===== config.mk =====
export PLATFORM = sky130hd
export DESIGN_NAME = element_cut_clamp_bipolar
export DESIGN_NICKNAME = d
export VERILOG_FILES = /design/src/rtl/element_cut_clamp_bipolar.sv
export SDC_FILE = /design/constraint.sdc
export NUM_CORES = 1
export LEC_CHECK = 0
export BUFFER_PORTS_ARGS = -buffer_cell sky130_fd_sc_hd__buf_2
export CAP_MARGIN = 20
export CELL_PAD_IN_SITES_DETAIL_PLACEMENT = 1
export CELL_PAD_IN_SITES_GLOBAL_PLACEMENT = 1
export CORE_ASPECT_RATIO = 1.1
export CORE_UTILIZATION = 35
export DETAILED_ROUTE_END_ITERATION = 10
export PLACE_DENSITY_LB_ADDON = 0.1
export SLEW_MARGIN = 40
export SYNTH_ARGS = -nofsm -noshare
export SYNTH_HDL_FRONTEND = slang
export SYNTH_SLANG_ARGS = --single-unit

===== constraint.sdc =====
create_clock -name clk -period 5 [get_ports clk]
set_clock_uncertainty 0.1 [all_clocks]
set_input_delay 1 -clock clk [delete_from_list [all_inputs] [get_ports clk]]
set_output_delay 1 -clock clk [all_outputs]
set_load 0.005 [all_outputs]

===== src/rtl/element_cut_clamp_bipolar.sv =====
`default_nettype none
// ============================================================================
//  Module   : element_cut_clamp_bipolar
//  Purpose  : Walks an FP32 sum hypervector in memory one element at a time
//             and writes each element clamped to [CUT_NEG_FP, CUT_POS_FP] into
//             a destination vector (the "cut" bundle). Start/done handshake
//             to the bundling sequencer.
//  Ports    : clk, reset      - clock, synchronous active-high reset
//             start           - begin operation (sampled only when idle)
//             src_addr        - base address of FP32 input vector
//             dst_addr        - base address of output vector
//             busy, done      - run in progress / one-cycle completion pulse
//             we_n, waddress, data_wr - write port (we_n active low)
//             raddress, data_rd       - read port
//  Revision : 1.0  initial release
// ============================================================================
module element_cut_clamp_bipolar #(
    parameter int          HYPERVECTOR_DIMENSIONS = 1000,
    parameter logic [31:0] CUT_NEG_FP             = 32'hBF800000,
    parameter logic [31:0] CUT_POS_FP             = 32'h3F800000,
    parameter int          RD_LATENCY             = 1
) (
    input  logic        clk,
    input  logic        reset,
    input  logic        start,
    input  logic [20:0] src_addr,
    input  logic [20:0] dst_addr,
    output logic        busy,
    output logic        done,
    output logic        we_n,
    output logic [20:0] waddress,
    output logic [31:0] data_wr,
    output logic [20:0] raddress,
    input  logic [31:0] data_rd
);

    localparam int c_addr_w = 21;
    localparam int c_idx_w  = (HYPERVECTOR_DIMENSIONS > 1) ? $clog2(HYPERVECTOR_DIMENSIONS) : 1;
    localparam int c_cnt_w  = (RD_LATENCY > 1) ? $clog2(RD_LATENCY) : 1;

    typedef enum logic [1:0] {
        S_IDLE  = 2'd0,
        S_WAIT  = 2'd1,
        S_WRITE = 2'd2,
        S_DONE  = 2'd3
    } state_t;

    state_t               r_state,    w_state;
    logic [c_addr_w-1:0]  r_src,      w_src;
    logic [c_addr_w-1:0]  r_dst,      w_dst;
    logic [c_idx_w-1:0]   r_idx,      w_idx;
    logic [c_cnt_w-1:0]   r_wait_cnt, w_wait_cnt;
    logic                 r_busy,     w_busy;
    logic                 r_done,     w_done;
    logic                 r_we_n,     w_we_n;
    logic [c_addr_w-1:0]  r_waddress, w_waddress;
    logic [31:0]          r_data_wr,  w_data_wr;
    logic [c_addr_w-1:0]  r_raddress, w_raddress;
    logic [31:0]          w_cut;

    // Strict "a < b" for non-NaN FP32 values in sign/magnitude form.
    // +0 and -0 compare equal; infinities fall out of the magnitude compare.
    function automatic logic fp_lt(input logic [31:0] a, input logic [31:0] b);
        logic r;
        if (a[31] != b[31])
            r = a[31] && ((a[30:0] | b[30:0]) != 31'd0);
        else if (!a[31])
            r = a[30:0] < b[30:0];
        else
            r = a[30:0] > b[30:0];
        return r;
    endfunction

    always_comb begin
        w_cut = data_rd;
        if ((data_rd[30:23] == 8'hFF) && (data_rd[22:0] != 23'd0))
            w_cut = 32'h00000000;
        else if (fp_lt(CUT_POS_FP, data_rd))
            w_cut = CUT_POS_FP;
        else if (fp_lt(data_rd, CUT_NEG_FP))
            w_cut = CUT_NEG_FP;
    end

    always_ff @(posedge clk) begin
        if (reset) begin
            r_state    <= S_IDLE;
            r_src      <= '0;
            r_dst      <= '0;
            r_idx      <= '0;
            r_wait_cnt <= '0;
            r_busy     <= 1'b0;
            r_done     <= 1'b0;
            r_we_n     <= 1'b1;
            r_waddress <= '0;
            r_data_wr  <= '0;
            r_raddress <= '0;
        end else begin
            r_state    <= w_state;
            r_src      <= w_src;
            r_dst      <= w_dst;
            r_idx      <= w_idx;
            r_wait_cnt <= w_wait_cnt;
            r_busy     <= w_busy;
            r_done     <= w_done;
            r_we_n     <= w_we_n;
            r_waddress <= w_waddress;
            r_data_wr  <= w_data_wr;
            r_raddress <= w_raddress;
        end
    end

    always_comb begin
        w_state    = r_state;
        w_src      = r_src;
        w_dst      = r_dst;
        w_idx      = r_idx;
        w_wait_cnt = r_wait_cnt;
        w_busy     = r_busy;
        w_done     = 1'b0;
        w_we_n     = 1'b1;
        w_waddress = r_waddress;
        w_data_wr  = r_data_wr;
        w_raddress = r_raddress;

        case (r_state)
            S_IDLE: begin
                if (start) begin
                    w_src      = src_addr;
                    w_dst      = dst_addr;
                    w_idx      = '0;
                    w_raddress = src_addr;
                    w_busy     = 1'b1;
                    w_wait_cnt = '0;
                    w_state    = S_WAIT;
                end
            end
            S_WAIT: begin
                // Hold off the write until the read data for raddress is valid.
                if (r_wait_cnt == c_cnt_w'(RD_LATENCY - 1)) begin
                    w_wait_cnt = '0;
                    w_state    = S_WRITE;
                end else begin
                    w_wait_cnt = r_wait_cnt + c_cnt_w'(1);
                end
            end
            S_WRITE: begin
                w_data_wr  = w_cut;
                w_waddress = r_dst + c_addr_w'(r_idx);
                w_we_n     = 1'b0;
                if (r_idx == c_idx_w'(HYPERVECTOR_DIMENSIONS - 1)) begin
                    w_state = S_DONE;
                end else begin
                    w_idx      = r_idx + c_idx_w'(1);
                    w_raddress = r_src + c_addr_w'(r_idx) + 21'd1;
                    w_state    = S_WAIT;
                end
            end
            S_DONE: begin
                w_done  = 1'b1;
                w_busy  = 1'b0;
                w_state = S_IDLE;
            end
            default: w_state = S_IDLE;
        endcase
    end

    assign busy     = r_busy;
    assign done     = r_done;
    assign we_n     = r_we_n;
    assign waddress = r_waddress;
    assign data_wr  = r_data_wr;
    assign raddress = r_raddress;

endmodule
`default_nettype wire


==> results of run 1 <==
[sequential cells by signal (all words and copies together) (netlist names)]
register,cells
raddress,21
busy,1
we_n,1
waddress,21
r_idx,10
r_dst,21
data_wr,32
done,1
r_state,2
r_src,21
[worst max-delay path: stages, from the launching register on]
cell and delay [ns]:
dfxtp_1 0.49, ha_1 0.35, a21oi_1 0.31, a21oi_1 0.13, o21ai_0 0.68, a21boi_0 0.25
xnor2_1 0.18, o21ai_0 0.09
[cells by family (layout without fill, tap and decap cells)]
| logic type | after synthesis | in the layout | share of synthesized area |
|---|---|---|---|
| buf+inv | 43 | 206 | 0.0287 |
| mux | 6 | 6 | 0.0106 |
| simple gates | 243 | 243 | 0.181 |
| xor+xnor | 39 | 39 | 0.0579 |
| compound gates | 206 | 206 | 0.226 |
| fa+ha+maj | 23 | 23 | 0.0514 |
| flops | 131 | 131 | 0.445 |
[through the flow]
step | hold slack (ns) | area, um^2 | worst slack, ns | std cells
floorplan | 0.336 | 5890 | 2.62 | 691
global placement | 0.336 | 6860 | 2.20 | 1026
detailed placement | 0.348 | 6880 | 2.12 | 1026
CTS | 0.359 | 7490 | 2.27 | 1058
global route | 0.383 | 7490 | 2.05 | 1058
finish | 0.354 | 7490 | 2.29 | 1058
[worst max-delay path by stage]
stage	start	end	slack, ns	depth (start not counted)
global placement	reset	raddress[12]	2.20	6
finish	r_idx[2]	raddress[11]	2.29	7
floorplan	data_rd[11]	data_wr[3]	2.62	7
global route	r_idx[1]	raddress[20]	2.05	7
detailed placement	reset	raddress[12]	2.12	6
CTS	r_idx[1]	raddress[20]	2.27	7
[power breakdown]
part           switching [mW]  internal [mW]
logic                   0.144         0.0972
clock network           0.501          0.801
registers              0.0360           1.09
[per-layer routing]
layer,wire [um],up-vias
met5,0,-
met4,397,0
met3,609,30
met2,8970,117
met1,8420,2711
li1,-,2748
[Yosys cell counts, types with 8 or more instances]
| cell type | number | share of area |
|---|---|---|
| a21oi_1 | 79 | 0.067 |
| a22o_1 | 26 | 0.039 |
| a22oi_1 | 13 | 0.017 |
| clkbuf_1 | 24 | 0.015 |
| dfxtp_1 | 131 | 0.44 |
| ha_1 | 21 | 0.045 |
| inv_1 | 12 | 0.0076 |
| nand2_1 | 146 | 0.093 |
| nand3_1 | 14 | 0.012 |
| nand4_1 | 8 | 0.0085 |
| nor2_1 | 37 | 0.024 |
| o21ai_0 | 40 | 0.034 |
| xnor2_1 | 21 | 0.031 |
| xor2_1 | 18 | 0.027 |
[cell usage in the layout (no fill, tap or decap), types with 17 or more instances in the layout]
cell type	n
nand2_1	145
buf_2	153
xnor2_1	21
a22o_1	26
xor2_1	18
o21ai_0	40
a21oi_1	79
dfxtp_1	131
clkbuf_16	17
nor2_1	36
ha_1	21
[area by class of cell]
class / count / area (um^2)
Inverter: 12 / 45.0
Tap cell: 204 / 255
Multi-Input combinational cell: 517 / 3120
Clock inverter: 14 / 178
Fill cell: 2000 / 8940
Sequential cell: 131 / 2620
Clock buffer: 18 / 439
Timing Repair Buffer: 162 / 833
==> metrics.txt, run 1 <==
Via density 5.30; drc violations 0; Req. time, crit path 5.21 ns; Period minus WS final 2.71 ns; RSZ-0062 raised after global routing false; met2 Track Usage GR 0.381; R2R cell count 7; IR Drop Worst-Case VDD 0.000255 V; row count 49; Mapped Area 5890 um^2; initial antenna violation count 0; die area 17,400 um^2; CTS Sinks 131; Core Util, Final 0.456; worst hold path depth 2; leakage 3.20 nW; final setup vio count 0; CORE AREA 16,400 um^2; gp weighted congestion 0.827; async set-reset flop share out of synthesis 0; P&R area growth vs syn 27.1%; routed vias 5,606; GRT met3 Usage 0.0472; 1st-iter DRT viols 228; Reg2Reg Setup Slack 2.29 ns; die width 126 um; min-delay src waddress[0]; Max H-tree Level 4; aggregate routed wire length 18,400 um; Worst slew margin 0.427; Min-Delay Endpoint waddress[0]; WL/cell 17.4 um; Hold WC Path Type reg2reg; clk_lat worst skew 0.43 ns; Syn Inst Count 691; first-pass GRT wire length 30,000 um; Post-CTS Setup Inserts 0; Post-Syn Nets 791; sequential area share after synthesis 0.445; grt total ovfl 0; DRT Pass-1 Iters 4; Netlist cell types 60; ys flop type dfxtp_1; vias in the first global route 5,743; CP Class reg2reg; worst r2r src r_idx[2]; PortBufs 153; n_diodes 0; PostCTS Resize Cnt 0; Final Hold Vio Count 0; nets@finish 941; CP arrival 2.92 ns; PwrDens 356 nW/um^2; Top Ports 154; outcome completed; worst slew pin tran 0.851 ns; gr busiest metal met2; FF+latch count, synth 131; Antenna Nets Post-Route 0; layout cells sized above 1 0.247; startpoint types flip-flop; crit end category flip-flop; final worst path period share 0.541; CTS root buf clkbuf_16; TritonCTS clock tree done; CTS Buf Count 17; Die H 138 um; # hold bufs at CTS 0; Post-synth EDFFs 0; Clk pin slew, worst setup/hold paths 0.06 ns; syn_area_per_cell 8.53 um^2; largest net degree at the start of global routing 46; post-route setup TNS 0 ns; Longest Clk Path Bufs 2; gr usage total 0.219; Initial Util 0.359; met1 Track Usage GR 0.262; fmax 369 MHz; Max Slew Vio Count 0; Pwr Total 2.67 mW; FF-to-FF End raddress[11]; Critical Path Fanout Max 7; YS warnings 0; DPL Wire Length 13,400 um; MaxCap Viol Count 0
Note: power is estimated with default switching activity, not from simulation.
==> run 2: changes to the inputs <==
Clock period 5 ns to 2.3 ns, I/O delays scaled along.
==> run 2 against run 1 <==
  * The flow now finishes with violations (setup timing)
  * Maximum frequency up 13%
  * Clock power grew 110%
  * Register-to-register slack worse by 2.4 ns
  * Design area is 6.2% higher
  * Wire length up 6.5%
  * Global-route usage is 1.2 points higher
  * Combinational power grew 140%
  * Sequential power up 120%
  * Via count is 3.8% higher
  * Hold slack got worse by 0.19 ns
  * Critical endpoint is now waddress[15]
==> metrics.txt, run 2 (synthesized netlist as in run 1, its figures left out) <==
outcome finished, violations left; failing checks setup timing; Top Ports 154; WL/cell 17.8 um; grt total ovfl 0; max reg flops 32; DRT Pass-1 Iters 4; Hold WC Path Type in2reg; Final Hold Vio Count 0; aggregate routed wire length 19,600 um; dpl ws -0.137 ns; drc violations 0; Cell Count Post-Placement 1,058; n_diodes 0; R2R cell count 7; Core Util, Final 0.485; Critical Path Fanout Max 6; CTS root buf clkbuf_16; Max H-tree Level 4; Initial Util 0.359; Min-Delay Endpoint data_wr[13]; post-route setup TNS -0.387 ns; final worst path period share 1.05; Worst slew margin 0.558; largest net degree at the start of global routing 60; Finished Layout Cells 1,098; routed vias 5,817; Longest Clk Path Bufs 2; FF-to-FF End waddress[15]; Period minus WS final 2.40 ns; worst r2r src r_idx[2]; Design Area, Final 7960 um^2; min-delay src data_rd[13]; worst hold path depth 2; Via density 5.30; MaxCap Viol Count 0; Req. time, crit path 2.50 ns; 1st-iter DRT viols 256; area post-placement 7140 um^2; leakage 3.40 nW; CP cell instances ha_4 > a21oi_2 > a2111o_1 > a311oi_4 > o21ai_1 > xor2_1 > o21ai_0; startpoint types flip-flop; CP arrival 2.61 ns; PwrDens 725 nW/um^2; vias in the first global route 6,088; row count 49; nets@finish 981; TritonCTS clock tree done; crit end category flip-flop; worst slew pin tran 0.663 ns; fin worst setup slack -0.104 ns; initial antenna violation count 0; Reg2Reg Setup Slack -0.10 ns; CTS Sinks 131; first-pass GRT wire length 31,800 um; RSZ-0062 raised after global routing true; die width 126 um; CORE AREA 16,400 um^2; Antenna Nets Post-Route 0; gp weighted congestion 0.877; largest stage delay on the critical path 0.53 ns; IR Drop Worst-Case VDD 0.000535 V; Die H 138 um; # hold bufs at CTS 0; most frequent cells in the layout buf_2, nand2_1, dfxtp_1, a21oi_1, buf_4; die area 17,400 um^2; CTS Buf Count 17; hold_ws 0.164 ns; PortBufs 153; CP Class reg2reg; Max Slew Vio Count 0; Pwr Total 5.77 mW; final setup vio count 6; Crit-path slowest cell a311oi_4; layout cells sized above 1 0.313; DPL Wire Length 13,800 um; P&R area growth vs syn 35.1%; fmax 416 MHz; commonest non-fill, non-tap cell in the layout buf_2; gr usage total 0.231; Clk pin slew, worst setup/hold paths 0.06 ns; clk_lat worst skew 0.42 ns
==> run 2: worst max path at each step <==
stage             start      endpoint  slack [ns]  cells after the start
2_1_floorplan  r_idx[0]   raddress[8]        0.03                     10
3_3_place_gp   r_idx[0]   raddress[8]       -0.05                     10
3_5_place_dp   r_idx[1]  waddress[14]       -0.14                      8
4_1_cts        r_idx[2]  waddress[13]       -0.09                      7
5_1_grt        r_idx[2]  waddress[15]       -0.19                      7
6_report       r_idx[2]  waddress[15]       -0.10                      7
==> run 2: report_power, final <==
| group | internal (mW) | switching [mW] | total (mW) |
|---|---|---|---|
| Sequential | 2.37 | 0.0830 | 2.45 |
| Combinational | 0.248 | 0.327 | 0.576 |
| Clock | 1.64 | 1.10 | 2.74 |
| Total | 4.25 | 1.51 | 5.77 |
==> run 2: what timing repair did <==
item / in CTS / in global routing
endpoints found under the setup margin: 18 / 26
gates resized for setup: 17 / 25
pin swaps: 12 / 16
endpoints found under the hold margin: 0 / 0
setup buffers: 2 / 6
==> run 2: area by class of cell <==
type | count | area (um^2)
tap | 204 | 255
clock buffer | 18 | 439
timing repair buffer | 202 | 1170
clock inverter | 14 | 151
sequential | 131 | 2640
multi-input combinational | 517 | 3270
fill | 1967 | 8470
inverter | 12 | 45.0
==> run 2: metal layers <==
layer / vias up / global-route usage / part of all wire / wire (um)
li1: 2830 / - / - / -
met3: 24 / 0.0480 / 0.035 / 686
met1: 2843 / 0.273 / 0.43 / 8520
met4: 0 / 0.0755 / 0.016 / 306
met2: 120 / 0.415 / 0.51 / 10100
met5: - / 0 / 0 / 0
==> run 2: worst max-delay path: cells and delay by family (launching register included) <==
kind | cells | cell delay, ns
AO/OA/AOI/OAI | 5 | 1.34
flip-flops | 1 | 0.34
adder cells (fa/ha/maj) | 1 | 0.30
XOR/XNOR | 1 | 0.21
